**config.mk**
```make
export PLATFORM = sky130hd
export DESIGN_NAME = bus_hold_arbiter
export DESIGN_NICKNAME = d
export VERILOG_FILES = /design/src/rtl/bus_hold_arbiter.sv
export SDC_FILE = /design/constraint.sdc
export NUM_CORES = 1
export LEC_CHECK = 0
export BUFFER_PORTS_ARGS = -buffer_cell sky130_fd_sc_hd__buf_2
export CAP_MARGIN = 30
export CORE_AREA = 3 3 55 57
export DETAILED_ROUTE_END_ITERATION = 7
export DIE_AREA = 0 0 58 60
export GPL_TIMING_DRIVEN = 0
export PLACE_DENSITY = 0.72
export SLEW_MARGIN = 0
export SYNTH_ARGS = -nofsm -noshare
export SYNTH_HDL_FRONTEND = slang
export SYNTH_SLANG_ARGS = --single-unit
```
**constraint.sdc**
```tcl
create_clock -name CLK -period 2.6 [get_ports CLK]
set_input_delay 0.39 -clock CLK [delete_from_list [all_inputs] [get_ports CLK]]
set_output_delay 0.39 -clock CLK [all_outputs]
set_load 0.01 [all_outputs]
```
**src/rtl/bus_hold_arbiter.sv**
```systemverilog
// Round-robin HOLD/HLDA bus arbiter: takes the 8088 local bus on behalf of NUM_REQ DMA requesters.
// Optional HOLD_CHAIN_EN: hand the bus straight to the next requester without releasing HOLD.
module bus_hold_arbiter #(
  parameter int NUM_REQ   = 4,
  parameter int MAX_BURST = 16
) (
  input  logic                       CLK,
  input  logic                       RESET,
  input  logic [NUM_REQ-1:0]         REQ,
  input  logic                       HLDA,
  output logic                       HOLD,
  output logic [NUM_REQ-1:0]         GNT,
  output logic [$clog2(NUM_REQ)-1:0] OWNER,
  output logic                       BUSY
);

  localparam int OW = $clog2(NUM_REQ);
  localparam logic [7:0] MAX_C = 8'(MAX_BURST);
  localparam logic [NUM_REQ-1:0] ONE = NUM_REQ'(1);

  typedef enum logic [2:0] {S_IDLE, S_ACQ, S_GRANT, S_DROP, S_RELS} state_t;

  state_t               state_q, state_d;
  logic                 hold_q, hold_d;
  logic [NUM_REQ-1:0]   gnt_q, gnt_d;
  logic [OW-1:0]        owner_q, owner_d;
  logic [OW-1:0]        ptr_q, ptr_d;
  logic [7:0]           cnt_q, cnt_d;
`ifdef HOLD_CHAIN_EN
  localparam int CW = $clog2(NUM_REQ + 1);
  logic [CW-1:0]        chain_q, chain_d;
`endif

  logic                 req_any;
  logic [OW-1:0]        win;
  logic [OW-1:0]        ptr_after_owner;

  // First set request at or after ptr, wrapping; rotate then priority-encode from bit 0.
  function automatic logic [OW-1:0] rr_pick(input logic [NUM_REQ-1:0] req,
                                            input logic [OW-1:0] ptr);
    logic [NUM_REQ-1:0] rot;
    logic [NUM_REQ-1:0] tmp;
    int                 off;
    int                 w;
    rot = NUM_REQ'({req, req} >> ptr);
    off = 0;
    for (int j = NUM_REQ - 1; j >= 0; j--) begin
      tmp = rot >> j;
      if (tmp[0]) off = j;
    end
    w = int'(ptr) + off;
    if (w >= NUM_REQ) w = w - NUM_REQ;
    return OW'(w);
  endfunction

  assign req_any         = |REQ;
  assign win             = rr_pick(REQ, ptr_q);
  assign ptr_after_owner = (owner_q == OW'(NUM_REQ - 1)) ? '0 : owner_q + 1'b1;

  always_comb begin
    state_d = state_q;
    hold_d  = hold_q;
    gnt_d   = gnt_q;
    owner_d = owner_q;
    ptr_d   = ptr_q;
    cnt_d   = cnt_q;
`ifdef HOLD_CHAIN_EN
    chain_d = chain_q;
`endif
    case (state_q)
      S_IDLE: begin
`ifdef HOLD_CHAIN_EN
        chain_d = '0;
`endif
        if (req_any) begin
          hold_d  = 1'b1;
          state_d = S_ACQ;
        end
      end
      S_ACQ: begin
        if (HLDA) begin
          if (req_any) begin
            gnt_d   = ONE << win;
            owner_d = win;
            cnt_d   = 8'd1;
            state_d = S_GRANT;
`ifdef HOLD_CHAIN_EN
            chain_d = CW'(1);
`endif
          end else begin
            state_d = S_DROP;
          end
        end
      end
      S_GRANT: begin
        // Losing HLDA mid-burst is a protocol violation: abandon the grant and release at once.
        if (!HLDA) begin
          gnt_d   = '0;
          hold_d  = 1'b0;
          ptr_d   = ptr_after_owner;
          state_d = S_RELS;
        end else if (!REQ[owner_q] || cnt_q == MAX_C) begin
          gnt_d   = '0;
          ptr_d   = ptr_after_owner;
          state_d = S_DROP;
        end else begin
          cnt_d = cnt_q + 8'd1;
        end
      end
      S_DROP: begin
`ifdef HOLD_CHAIN_EN
        if (HLDA && req_any && chain_q < CW'(NUM_REQ)) begin
          gnt_d   = ONE << win;
          owner_d = win;
          cnt_d   = 8'd1;
          chain_d = chain_q + CW'(1);
          state_d = S_GRANT;
        end else begin
          hold_d  = 1'b0;
          state_d = S_RELS;
        end
`else
        hold_d  = 1'b0;
        state_d = S_RELS;
`endif
      end
      S_RELS: begin
        if (!HLDA) state_d = S_IDLE;
      end
      default: begin
        gnt_d   = '0;
        hold_d  = 1'b0;
        state_d = S_IDLE;
      end
    endcase
  end

  always_ff @(posedge CLK or posedge RESET) begin
    if (RESET) begin
      state_q <= S_IDLE;
      hold_q  <= 1'b0;
      gnt_q   <= '0;
      owner_q <= '0;
      ptr_q   <= '0;
      cnt_q   <= '0;
`ifdef HOLD_CHAIN_EN
      chain_q <= '0;
`endif
    end else begin
      state_q <= state_d;
      hold_q  <= hold_d;
      gnt_q   <= gnt_d;
      owner_q <= owner_d;
      ptr_q   <= ptr_d;
      cnt_q   <= cnt_d;
`ifdef HOLD_CHAIN_EN
      chain_q <= chain_d;
`endif
    end
  end

  assign HOLD  = hold_q;
  assign GNT   = gnt_q;
  assign OWNER = owner_q;
  assign BUSY  = (state_q != S_IDLE);

endmodule

```
==> out/metrics.yaml <==
run_status:
  status: "finished, final reports clean"
power:
  combPwrFrac: 0.483
  p_leak_nw: 0.643
  switching_share: 0.405
  p_per_area_nw_per_um2: 1040
  seqPwrFrac: 0.338
  p_int_uw: 878
  power_mw: 1.47
  clock_power_share: 0.179
  worst_ir_drop_vdd_mv: 0.868
  p_sw_uw: 596
clock_network:
  clock_latency_ns: 0.32
  hold_buffers: 0
  root_buffer: "clkbuf_4"
  cts_buffers: 3
  cts_tree: "done"
  cts_resized: 0
  cts_htree_levels: 1
  clockBufferDepth: 2
  clk_pin_slew_worst_paths_ns: 0.12
  cts_setup_buffers: 0
  cts_sinks: 20
timing:
  worst_hold_slack_ns: 0.176
  max-slew-margin-rel: 0.502
  post-route-worst-setup-slack_ns: 0.318
  finalCritPeriodShare: 0.878
  setup_viol: 0
  fin_crit_ns: 2.28
  finalSetupTns_ns: 0
  finalMaxSlewViolations: 0
  worst_pin_slew_ns: 0.746
  rsz0062_at_grt: "no"
  hold_viol_final: 0
  finClkSkew_ns: 0.00676
  fmax_mhz: 438
drt:
  routedWlPerCell_um: 13.8
  first_iter_violations: 31
  vias: 1012
  drt-vias-per-instance: 5.69
  drc: 0
  drtAntennaViolNets: 0
  first_pass_iters: 4
  wirelength_um: 2460
synthesis:
  yosys.area.top_type: "dfrtp_1"
  synth_edf_count: 0
  syn_inst: 133
  synth_compound_area_frac: 0.183
  syn_avg_cell_area_um2: 9.54
  synthSimpleGateAreaFrac: 0.228
  synthAdderAreaFrac: 0.0394
  ys_types: 45
  synth-xor-area-share: 0.0690
  synthFlopType: "dfrtp_1"
  synth.top_cell.area_share: 0.394
  syn_nets: 144
  ys_seq_area_frac: 0.394
  synth_top_family_by_area: "simple AND/OR/NAND/NOR gates"
  synthTopCellsByArea: "dfrtp_1, nor2_1, nand2_1, xor2_1, ha_1"
  synth_warnings: 0
  synth.area.mux_share: 0.0385
  synth_area_um2: 1270
  ys_ff_latch: 20
  async_flop_share: 1.00
critical_path:
  cp_num_buf_inv: 1
  critical_path.startpoint_type: "register"
  crit_path_top_delay_cell: "or4_1"
  worstPathCellList: "clkbuf_1 > or4_1 > o2111ai_1 > ha_1 > xnor2_1 > xnor2_1 > o21ai_0"
  worstPathMaxFanout: 10
  cpMostUsedCell: "xnor2_1"
  cpPeakStageDelay_ns: 0.56
  crit_family: "simple AND/OR/NAND/NOR gates"
  endpoint_kind: "register"
  cp_data_arrival_time_ns: 2.48
  worstSetupPathType: "register to register"
  crit_required_ns: 2.80
place:
  gp_congestion: 0.760
  io_buffer_count: 11
  dp_slack_ns: 0.338
  dp_hpwl_um: 1780
floorplan:
  coreArea_um2: 2520
  initial_utilization: 0.503
  die_x_um: 58
  rows: 18
  die_h_um: 60
  die_area_um2: 3480
  pin_count: 15
global_routing:
  grt_pass1_vias: 925
  antenna_found_initial: 0
  grt_max_degree: 21
  grt_pass1_wl_um: 4120
  grt_usage: 0.156
  grt_overflow: 0
cells_and_area:
  n_fill_cell: 227
  nets: 160
  drive_above_1_share: 0.209
  area_growth_pct: 11.4
  antenna_cells: 0
min_path:
  worstHoldPathType: "input port to async pin"
run:
  cap_violations: 0
cells by family (layout without fill, tap and decap cells):
kind of cell             after synthesis  count (layout)
AND/OR/NAND/NOR                       59              59
XOR/XNOR                              10              10
AO/OA/AOI/OAI                         28              28
buffers and inverters                  9              24
flip-flops                            20              20
multiplexers                           3               3
adder cells (fa/ha/maj)                4               4
worst paths after layout:
path                       cells past startpoint                 start  slack, ns                     end
max in group asynchronous                      2                 RESET       1.96  state_q[0]$_DFFE_PP0P_
setup reg to reg                               7  ptr_q[0]$_DFFE_PP0P_       0.32      GNT[1]$_DFFE_PP0P_
hold / removal                                 2                 RESET       0.18      GNT[0]$_DFFE_PP0P_
setup / recovery                               7  ptr_q[0]$_DFFE_PP0P_       0.32      GNT[1]$_DFFE_PP0P_
min in group CLK                               3                  HLDA       0.41  state_q[1]$_DFFE_PP0P_
hold reg to reg                                2    GNT[0]$_DFFE_PP0P_       0.50      GNT[0]$_DFFE_PP0P_
synthesized netlist by cell type, types with 2 or more instances:
library cell / n
o21a_1: 2
a21oi_1: 2
nand4_1: 4
xor2_1: 6
o211ai_1: 2
dfrtp_1: 20
ha_1: 4
buf_6: 2
nand3b_1: 2
and3_1: 2
inv_1: 3
o21ai_0: 7
o41ai_2: 2
xnor2_1: 4
nand2b_1: 2
nor2b_1: 2
nand2_1: 15
buf_4: 3
nor2_1: 22
o31ai_1: 2
worst reg2reg max path, delay by kind of cell, from the launching register on:
| family | cells | cell delay, ns |
|---|---|---|
| AOI/OAI and AO/OA | 2 | 0.29 |
| buffers and inverters | 1 | 0.22 |
| DFF | 1 | 0.43 |
| adders and majority gates | 1 | 0.21 |
| and+or+nand+nor | 1 | 0.56 |
| xor gates and xnor gates | 2 | 0.46 |
registers in the layout, indices dropped and copies added (netlist names):
name and flops:
HOLD 1, state_q 3, OWNER 2, ptr_q 2, cnt_q 8, GNT 4
final cells by class:
class	instances	area (um2)	share of cell area
buffer	6	48.8	0.0345
clock buffer	3	22.5	0.0159
clock inverter	1	30.0	0.0212
inverter	3	11.3	0.00796
multi-input combinational	104	708	0.501
sequential	20	500	0.354
tap	30	37.5	0.0265
timing repair buffer	11	55.1	0.0389
metal layers:
| metal | part of all wire | vias to the layer above | global-route usage |
|---|---|---|---|
| met1 | 0.49 | 488 | 0.213 |
| met4 | 0.019 | 0 | 0.109 |
| met2 | 0.46 | 17 | 0.223 |
| met3 | 0.036 | 4 | 0.0259 |
| li1 | - | 503 | - |
| met5 | 0 | - | 0 |
power groups by stage:
| stage | sequential (mW) | combinational (mW) | clock, mW |
|---|---|---|---|
| detailed placement | 0.505 | 0.714 | 0 |
| floorplan | 0.505 | 0.538 | 0 |
| finish | 0.499 | 0.712 | 0.264 |
| global placement | 0.499 | 0.699 | 0 |
| CTS | 0.500 | 0.719 | 0.265 |
| global route | 0.519 | 0.801 | 0.275 |
cells in the final DEF (no fill, tap or decap), types with 2 or more instances in the layout:
cell type,Yosys,layout
o21ai_0,7,7
nor2b_1,2,2
nand2_1,15,15
buf_6,2,2
a21oi_1,2,2
buf_4,3,3
o211ai_1,2,2
nor2_1,22,22
o31ai_1,2,2
nand4_1,4,4
clkbuf_4,0,3
xnor2_1,4,4
dfrtp_1,20,20
o21a_1,2,2
inv_1,3,3
and3_1,2,2
nand2b_1,2,2
ha_1,4,4
o41ai_2,2,2
nand3b_1,2,2
xor2_1,6,6
buf_2,0,11
stage by stage:
stage	utilization	area [um2]	std cells
floorplan	-	1270	133
global placement	0.540	1360	174
detailed placement	0.540	1360	174
CTS	0.561	1410	178
global route	0.561	1410	178
finish	0.561	1410	178
Note: power is estimated with default switching activity, not from simulation.
